==> config.mk <==
export PLATFORM = sky130hd
export DESIGN_NAME = multi_ff_bank
export DESIGN_NICKNAME = d
export VERILOG_FILES = /design/src/rtl/multi_ff_pkg.sv /design/src/rtl/ff_cell_next.sv /design/src/rtl/multi_ff_bank.sv
export SDC_FILE = /design/constraint.sdc
export NUM_CORES = 1
export LEC_CHECK = 0
export ABC_AREA = 1
export CORE_AREA = 2 2 58 60
export DETAILED_ROUTE_END_ITERATION = 8
export DIE_AREA = 0 0 60 62
export PLACE_DENSITY = 0.78
export SLEW_MARGIN = 20
export SYNTH_ARGS = -nofsm -noshare
export SYNTH_HDL_FRONTEND = slang
export SYNTH_HIERARCHICAL = 1
export SYNTH_SLANG_ARGS = --single-unit
==> constraint.sdc <==
create_clock -name clk -period 1.4 [get_ports clk]
set_input_delay 0.21 -clock clk [delete_from_list [all_inputs] [get_ports clk]]
set_output_delay 0.21 -clock clk [all_outputs]
set_load 0.02 [all_outputs]
==> src/rtl/multi_ff_pkg.sv <==
`default_nettype none
// +--------------------------------------------------------------------------+
// | Module   : multi_ff_pkg                                                  |
// | Purpose  : Shared mode encodings and default parameter constants for the |
// |            multi_ff_bank flip-flop bank.                                 |
// | Contents : mode_t       - 2-bit per-bank flop behaviour selector         |
// |            DEF_WIDTH    - default channel count                         |
// |            DEF_ERR_CNT_W- default illegal-event counter width           |
// | Revision : 1.0 - initial release                                         |
// +--------------------------------------------------------------------------+
package multi_ff_pkg;

  typedef enum logic [1:0] {
    MODE_D  = 2'b00,
    MODE_SR = 2'b01,
    MODE_JK = 2'b10,
    MODE_T  = 2'b11
  } mode_t;

  localparam int DEF_WIDTH     = 8;
  localparam int DEF_ERR_CNT_W = 8;

endpackage : multi_ff_pkg
`default_nettype wire

==> src/rtl/ff_cell_next.sv <==
`default_nettype none
// +--------------------------------------------------------------------------+
// | Module   : ff_cell_next                                                  |
// | Purpose  : Combinational next-state function of one configurable flop.  |
// | Ports    : mode_i  - flop behaviour (D / SR / JK / T)                    |
// |            a_i     - primary input  (D / S / J / T)                      |
// |            b_i     - secondary input (R / K, unused for D and T)         |
// |            q_i     - current flop state                                 |
// |            d_o     - next flop state                                    |
// | Revision : 1.0 - initial release                                         |
// +--------------------------------------------------------------------------+
module ff_cell_next
  import multi_ff_pkg::*;
(
  input  mode_t mode_i,
  input  logic  a_i,
  input  logic  b_i,
  input  logic  q_i,
  output logic  d_o
);

  always_comb begin
    d_o = q_i;
    case (mode_i)
      MODE_D:  d_o = a_i;
      // Set-dominant: S=R=1 forces the flop high.
      MODE_SR: d_o = a_i | (~b_i & q_i);
      MODE_JK: begin
        case ({a_i, b_i})
          2'b00:   d_o = q_i;
          2'b10:   d_o = 1'b1;
          2'b01:   d_o = 1'b0;
          default: d_o = ~q_i;
        endcase
      end
      MODE_T:  d_o = q_i ^ a_i;
      default: d_o = q_i;
    endcase
  end

endmodule : ff_cell_next
`default_nettype wire

==> src/rtl/multi_ff_bank.sv <==
`default_nettype none
// +--------------------------------------------------------------------------+
// | Module   : multi_ff_bank                                                 |
// | Purpose  : WIDTH independent flops sharing one mode (D/SR/JK/T), with    |
// |            detection, latching and counting of SR S=R=1 events.          |
// | Ports    : clk        - rising-edge clock                               |
// |            rst_n      - asynchronous active-low reset                    |
// |            en         - update enable (0 = hold)                         |
// |            mode       - flop behaviour for the whole bank                |
// |            a, b       - per-channel primary / secondary inputs           |
// |            clr_err    - synchronous clear of err_sticky and err_cnt      |
// |            q, qbar    - channel state and its complement                 |
// |            illegal    - one-cycle pulse after an SR S=R=1 edge           |
// |            err_sticky - latched illegal indication                       |
// |            err_cnt    - saturating illegal-edge counter                  |
// | Revision : 1.0 - initial release                                         |
// +--------------------------------------------------------------------------+
module multi_ff_bank
  import multi_ff_pkg::*;
#(
  parameter int               WIDTH     = DEF_WIDTH,
  parameter logic [WIDTH-1:0] RESET_VAL = '0,
  parameter int               ERR_CNT_W = DEF_ERR_CNT_W
) (
  input  logic                 clk,
  input  logic                 rst_n,
  input  logic                 en,
  input  logic [1:0]           mode,
  input  logic [WIDTH-1:0]     a,
  input  logic [WIDTH-1:0]     b,
  input  logic                 clr_err,
  output logic [WIDTH-1:0]     q,
  output logic [WIDTH-1:0]     qbar,
  output logic                 illegal,
  output logic                 err_sticky,
  output logic [ERR_CNT_W-1:0] err_cnt
);

  logic [WIDTH-1:0]     q_q, q_d, cell_d;
  logic                 illegal_q;
  logic                 err_sticky_q, err_sticky_d;
  logic [ERR_CNT_W-1:0] err_cnt_q, err_cnt_d;
  logic                 illegal_cond;
  mode_t                mode_e;

  assign mode_e = mode_t'(mode);

  for (genvar i = 0; i < WIDTH; i++) begin : g_cell
    ff_cell_next u_cell (
      .mode_i (mode_e),
      .a_i    (a[i]),
      .b_i    (b[i]),
      .q_i    (q_q[i]),
      .d_o    (cell_d[i])
    );
  end

  assign q_d          = en ? cell_d : q_q;
  // Any number of colliding bits in one edge is a single event.
  assign illegal_cond = en & (mode_e == MODE_SR) & (|(a & b));

  always_comb begin
    err_sticky_d = err_sticky_q;
    err_cnt_d    = err_cnt_q;
    if (illegal_cond) begin
      // A fresh event overrides a simultaneous clear.
      err_sticky_d = 1'b1;
      if (clr_err) begin
        err_cnt_d = {{(ERR_CNT_W-1){1'b0}}, 1'b1};
      end else if (err_cnt_q != {ERR_CNT_W{1'b1}}) begin
        err_cnt_d = err_cnt_q + 1'b1;
      end
    end else if (clr_err) begin
      err_sticky_d = 1'b0;
      err_cnt_d    = '0;
    end
  end

  always_ff @(posedge clk or negedge rst_n) begin
    if (!rst_n) begin
      q_q          <= RESET_VAL;
      illegal_q    <= 1'b0;
      err_sticky_q <= 1'b0;
      err_cnt_q    <= '0;
    end else begin
      q_q          <= q_d;
      illegal_q    <= illegal_cond;
      err_sticky_q <= err_sticky_d;
      err_cnt_q    <= err_cnt_d;
    end
  end

  assign q          = q_q;
  assign qbar       = ~q_q;
  assign illegal    = illegal_q;
  assign err_sticky = err_sticky_q;
  assign err_cnt    = err_cnt_q;

endmodule : multi_ff_bank
`default_nettype wire

# Word level (Yosys, flattened, before mapping)
# Cells that the tools add are included.
[classes]
add_sub_neg = 1
eq_ne = 28
muxes = 22
bitwise_logic = 44
n_reduce_logical = 21
[ops]
columns = ["op", "n"]
rows = [
  ["8-bit 2-to-1 mux", 4],
  ["1-bit one-hot mux with 4 select lines", 8],
  ["1-bit one-hot mux with 3 select lines", 8],
  ["2-bit == test (second input constant)", 10],
  ["2-bit by 1-bit == test with 1-bit output (second input constant)", 9],
  ["2-bit zero test", 9],
  ["2-bit AND reduction", 9],
  ["2-bit != test (second input constant)", 8],
  ["1-bit inverter", 16],
  ["1-bit bitwise AND", 10],
  ["8-bit by 1-bit adder with 8-bit output (second input constant)", 1],
  ["8-bit bitwise AND", 1],
  ["8-bit != test (second input constant)", 1],
  ["8-bit inverter", 1],
  ["1-bit bitwise OR", 8],
  ["8-bit OR reduction", 1],
  ["1-bit XOR", 8],
  ["2-bit nonzero test", 2],
  ["1-bit 2-to-1 mux", 2],
]
[totals]
regBits = 18
output_inout_bits = 26

# Logic depth before layout (Yosys ltp)
[logic_depth]
depth_word = 5
depth_mapped = 8
ltp_nobuf = 8

# Modules after synthesis
# Netlist, hierarchy kept.
[by_module_without_submodules]
columns = ["module", "n_inst", "cells_per_inst", "area_per_inst_um2", "seq_area_each_um2"]
rows = [
  ["multi_ff_bank", 1, 124, 972.2, 450.4],
  ["ff_cell_next", 8, 12, 47.5, 0.0],
]

# Worst setup path before layout
# Ideal clock, no wire load.
[synth_path]
kind = "register to register"
from = "reg err_cnt_q[0], in the netlist err_cnt[0]"
to = "reg err_cnt_q[5], in the netlist err_cnt[5]"
arrival_time_ps = 1246
required_time_ps = 1283
path_slack_ps = 36
stages_incl_launch_ff = 9
period_less_slack_ps = 1364
cell_sequence = "dfrtp_1 ha_1 nand2_1 inv_2 nand3_4 nand3_4 nand2_1 nand2_1 nand2_1"
[synth_via]
elab_chain_cells = 4
word_cells_on_any_way = 7
cone_classes = "add/sub: 1; eq/ne: 1; mux: 3; reduce/logical: 2"
[synth_lines]
columns = ["item", "line_no", "rtl"]
rows = [
  ["start: declaration", "multi_ff_bank.sv:42", "logic [ERR_CNT_W-1:0] err_cnt_q, err_cnt_d;"],
  ["start signal: assignment", "multi_ff_bank.sv:89", "err_cnt_q <= err_cnt_d;"],
  ["8-bit by 1-bit adder with 8-bit output", "multi_ff_bank.sv:71", "err_cnt_d = err_cnt_q + 1'b1;"],
  ["8-bit 2-to-1 mux", "multi_ff_bank.sv:70", "end else if (err_cnt_q != {ERR_CNT_W{1'b1}}) begin"],
  ["8-bit 2-to-1 mux", "multi_ff_bank.sv:68", "if (clr_err) begin"],
  ["8-bit 2-to-1 mux", "multi_ff_bank.sv:65", "if (illegal_cond) begin"],
]
# Several ways; a longest one is shown, not always the timed one. The select of a mux whose other input is x is not followed.
# A chain may end at the register's enable or synchronous reset.

# Worst setup path in the final report
[layout_path]
from = "reg err_cnt_q[1], in the netlist err_cnt[1]"
to = "out err_cnt[1]"
[layout_lines]
columns = ["item", "line_no", "rtl"]
rows = [
  ["end: declaration", "multi_ff_bank.sv:36", "output logic [ERR_CNT_W-1:0] err_cnt"],
]
# No word-level cell between the ends.

==> reports/qor.csv <==
metric,value,unit
syn_inst,220,
synth.yosys.seq_area_share,33.3,%
gr-max-usage-layer,met2,
antenna_cells,0,
htreeDepth,1,
critPathCaptureType,output pin,
fin_area,2070,um^2
synth.largest_area_cell,dfrtp_1,
rows,21,
ys.flop_type,dfrtp_1,
cts_made_buffers,3,
routedWlPerCell,10.3,um
grt_antenna_before_repair,0,
grtUsageMet1,27.0,%
holdWs,0.227,ns
drc,0,
seq_area,450,um^2
vias,1534,
slew_viol_final,0,
grtUsageMet2,32.9,%
yosysWarningCount,6,
grt_overflow,0,
synth-compound-area-share,4.90,%
clockRootBuffer,clkbuf_4,
fmax,742,MHz
cts_max_path_buffers,2,
setup_viol,0,
n_fill_cell,309,
synth_area_leaders,"dfrtp_1 (33%), nand2_1 (23%), nor2_1 (11%)",
start_kind,flip-flop,
port-buffer-count,47,
ios,48,
yosys.area_share.simple,50.4,%
relSlewSlack,84.0,%
dieHeight,62,um
ys_seq_elements,18,
cts_tree,yes,
design.core.area,3180,um^2
grt_max_degree,19,
final_antenna_net_count,0,
place.gp.congestion,0.822,
powerDensity,695,nW/um^2
placed_area,2030,um^2
tns,0,ns
synth_top_area_share,33.3,%
synth_cell_type_count,22,
drive_gt1_share,16.4,%
grt_pass1_vias,1328,
wirelength,3480,um
clk_latency,0.29,ns
vias_per_cell,4.53,
syn-cell-area,1350,um^2
cp_max_fo,3,
rrSetupSlack,0.11,ns
synth_adder_area_share,0.925,%
cts_sinks,18,
synth-xor-area-share,1.30,%
syn2layout_area_growth,53.2,%
synth_most_common_cell,nand2_1,
finalClockSkew,0.00723,ns
outcome,finished clean,
grt_usage,19.6,%
holdCritPathClass,input pin to asynchronous set/reset pin,
peakVddDrop,0.355,mV
synth_edf_count,0,
syn_area_per_cell,6.15,um^2
die_width,60,um
cp.arrival,1.14,ns
grtUsageMet3,2.07,%
p_leak,0.00119,uW
timing.max_cap.violations,0,
synth-async-reset-ratio,100,%
final_nets,317,
synth_common_cells,"nand2_1 (82), nor2_1 (40), inv_1 (28), dfrtp_1 (18), nand3_1 (16)",
multiInputGateArea,798,um^2
first_pass_iters,4,
die_area,3720,um^2
crit_type,flip-flop to output pin,
min_period,1.35,ns
synth_top_family_by_area,simple AND/OR/NAND/NOR gates,
grt_pass1_wl,5630,um
clk_pin_slew,0.10,ns
finalHoldViolCount,0,
dp_hpwl,2740,um
syn_nets,243,
tightest_slew,0.239,ns
drt_iter0_drc,70,
min_period_over_period,96.2,%
synthMuxAreaShare,0,%
cp_data_required_time,1.19,ns
initial_core_util,42.5,%
cell type report:
cell class / instances / share of cell area (%)
Inverter: 30 / 5.56
Sequential cell: 18 / 21.7
Clock buffer: 4 / 1.75
Multi-Input combinational cell: 171 / 38.5
Timing Repair Buffer: 70 / 29.6
Tap cell: 46 / 2.78
placed cells by master, fill, tap and decap left out, drive strengths merged:
cell type,instances
inv,30
buf,23
and3,1
o21bai,1
clkbuf,4
nor2,49
clkdlybuf4s50,21
nand4,1
xor2,2
clkdlybuf4s15,3
nand2,84
nand3,19
a21oi,2
a31o,1
ha,1
o21ai,8
dlygate4sd2,23
dfrtp,18
nor3,1
nand3b,1
what timing repair did:
action / in CTS / in global routing
endpoints found under the hold margin: 0 / 0
hold buffers: 0 / 0
gates resized for setup: 26 / 7
endpoints found under the setup margin: 26 / 10
gates cloned: 0 / 1
setup buffers: 0 / 1
pin swaps: 0 / 1
final timing paths:
path / cells past startpoint / to / start
worst max-delay path: 2 / err_cnt[1] / err_cnt[1]
worst min-delay path: 2 / err_cnt[4] / rst_n
worst max register to register: 7 / err_cnt[5] / err_cnt[3]
worst min register to register: 2 / err_sticky / err_sticky
max in group asynchronous: 2 / q[5] / rst_n
min in group clk: 2 / err_sticky / err_sticky
metrics by stage:
stage	utilization (%)	cells	worst slack [ns]	power [uW]
final	65.2	339	0.0526	1440
after global routing	65.2	339	-0.00119	1540
after CTS	64.1	337	0.0332	1450
after detailed placement	64.0	333	-0.154	1180
after global placement	64.0	333	-0.0988	1170
after floorplan	-	220	0.0365	865
sequential cells by signal, indices dropped and copies added (netlist names):
name / count
err_cnt: 8
q: 8
err_sticky: 1
illegal: 1
kinds of logic after synthesis:
group | Yosys count
AOI/OAI and AO/OA | 12
xor gates and xnor gates | 2
adders and majority gates | 1
buffers and inverters | 32
DFF | 18
and+or+nand+nor | 155
metal layers:
layer,share of wire [%],vias up
met5,0,-
met4,0.95,0
met3,6.2,4
met2,45,52
met1,48,658
li1,-,820
power by group:
group | internal, uW | switching (uW)
Combinational | 233 | 300
Sequential | 558 | 34.8
Clock | 159 | 156
Total | 950 | 490
critical path: stages, from the launching register on:
cell and delay, ns:
dfrtp_1 0.42, buf_4 0.15, clkdlybuf4s15_1 0.28
Power figures use the tool's default switching activity.
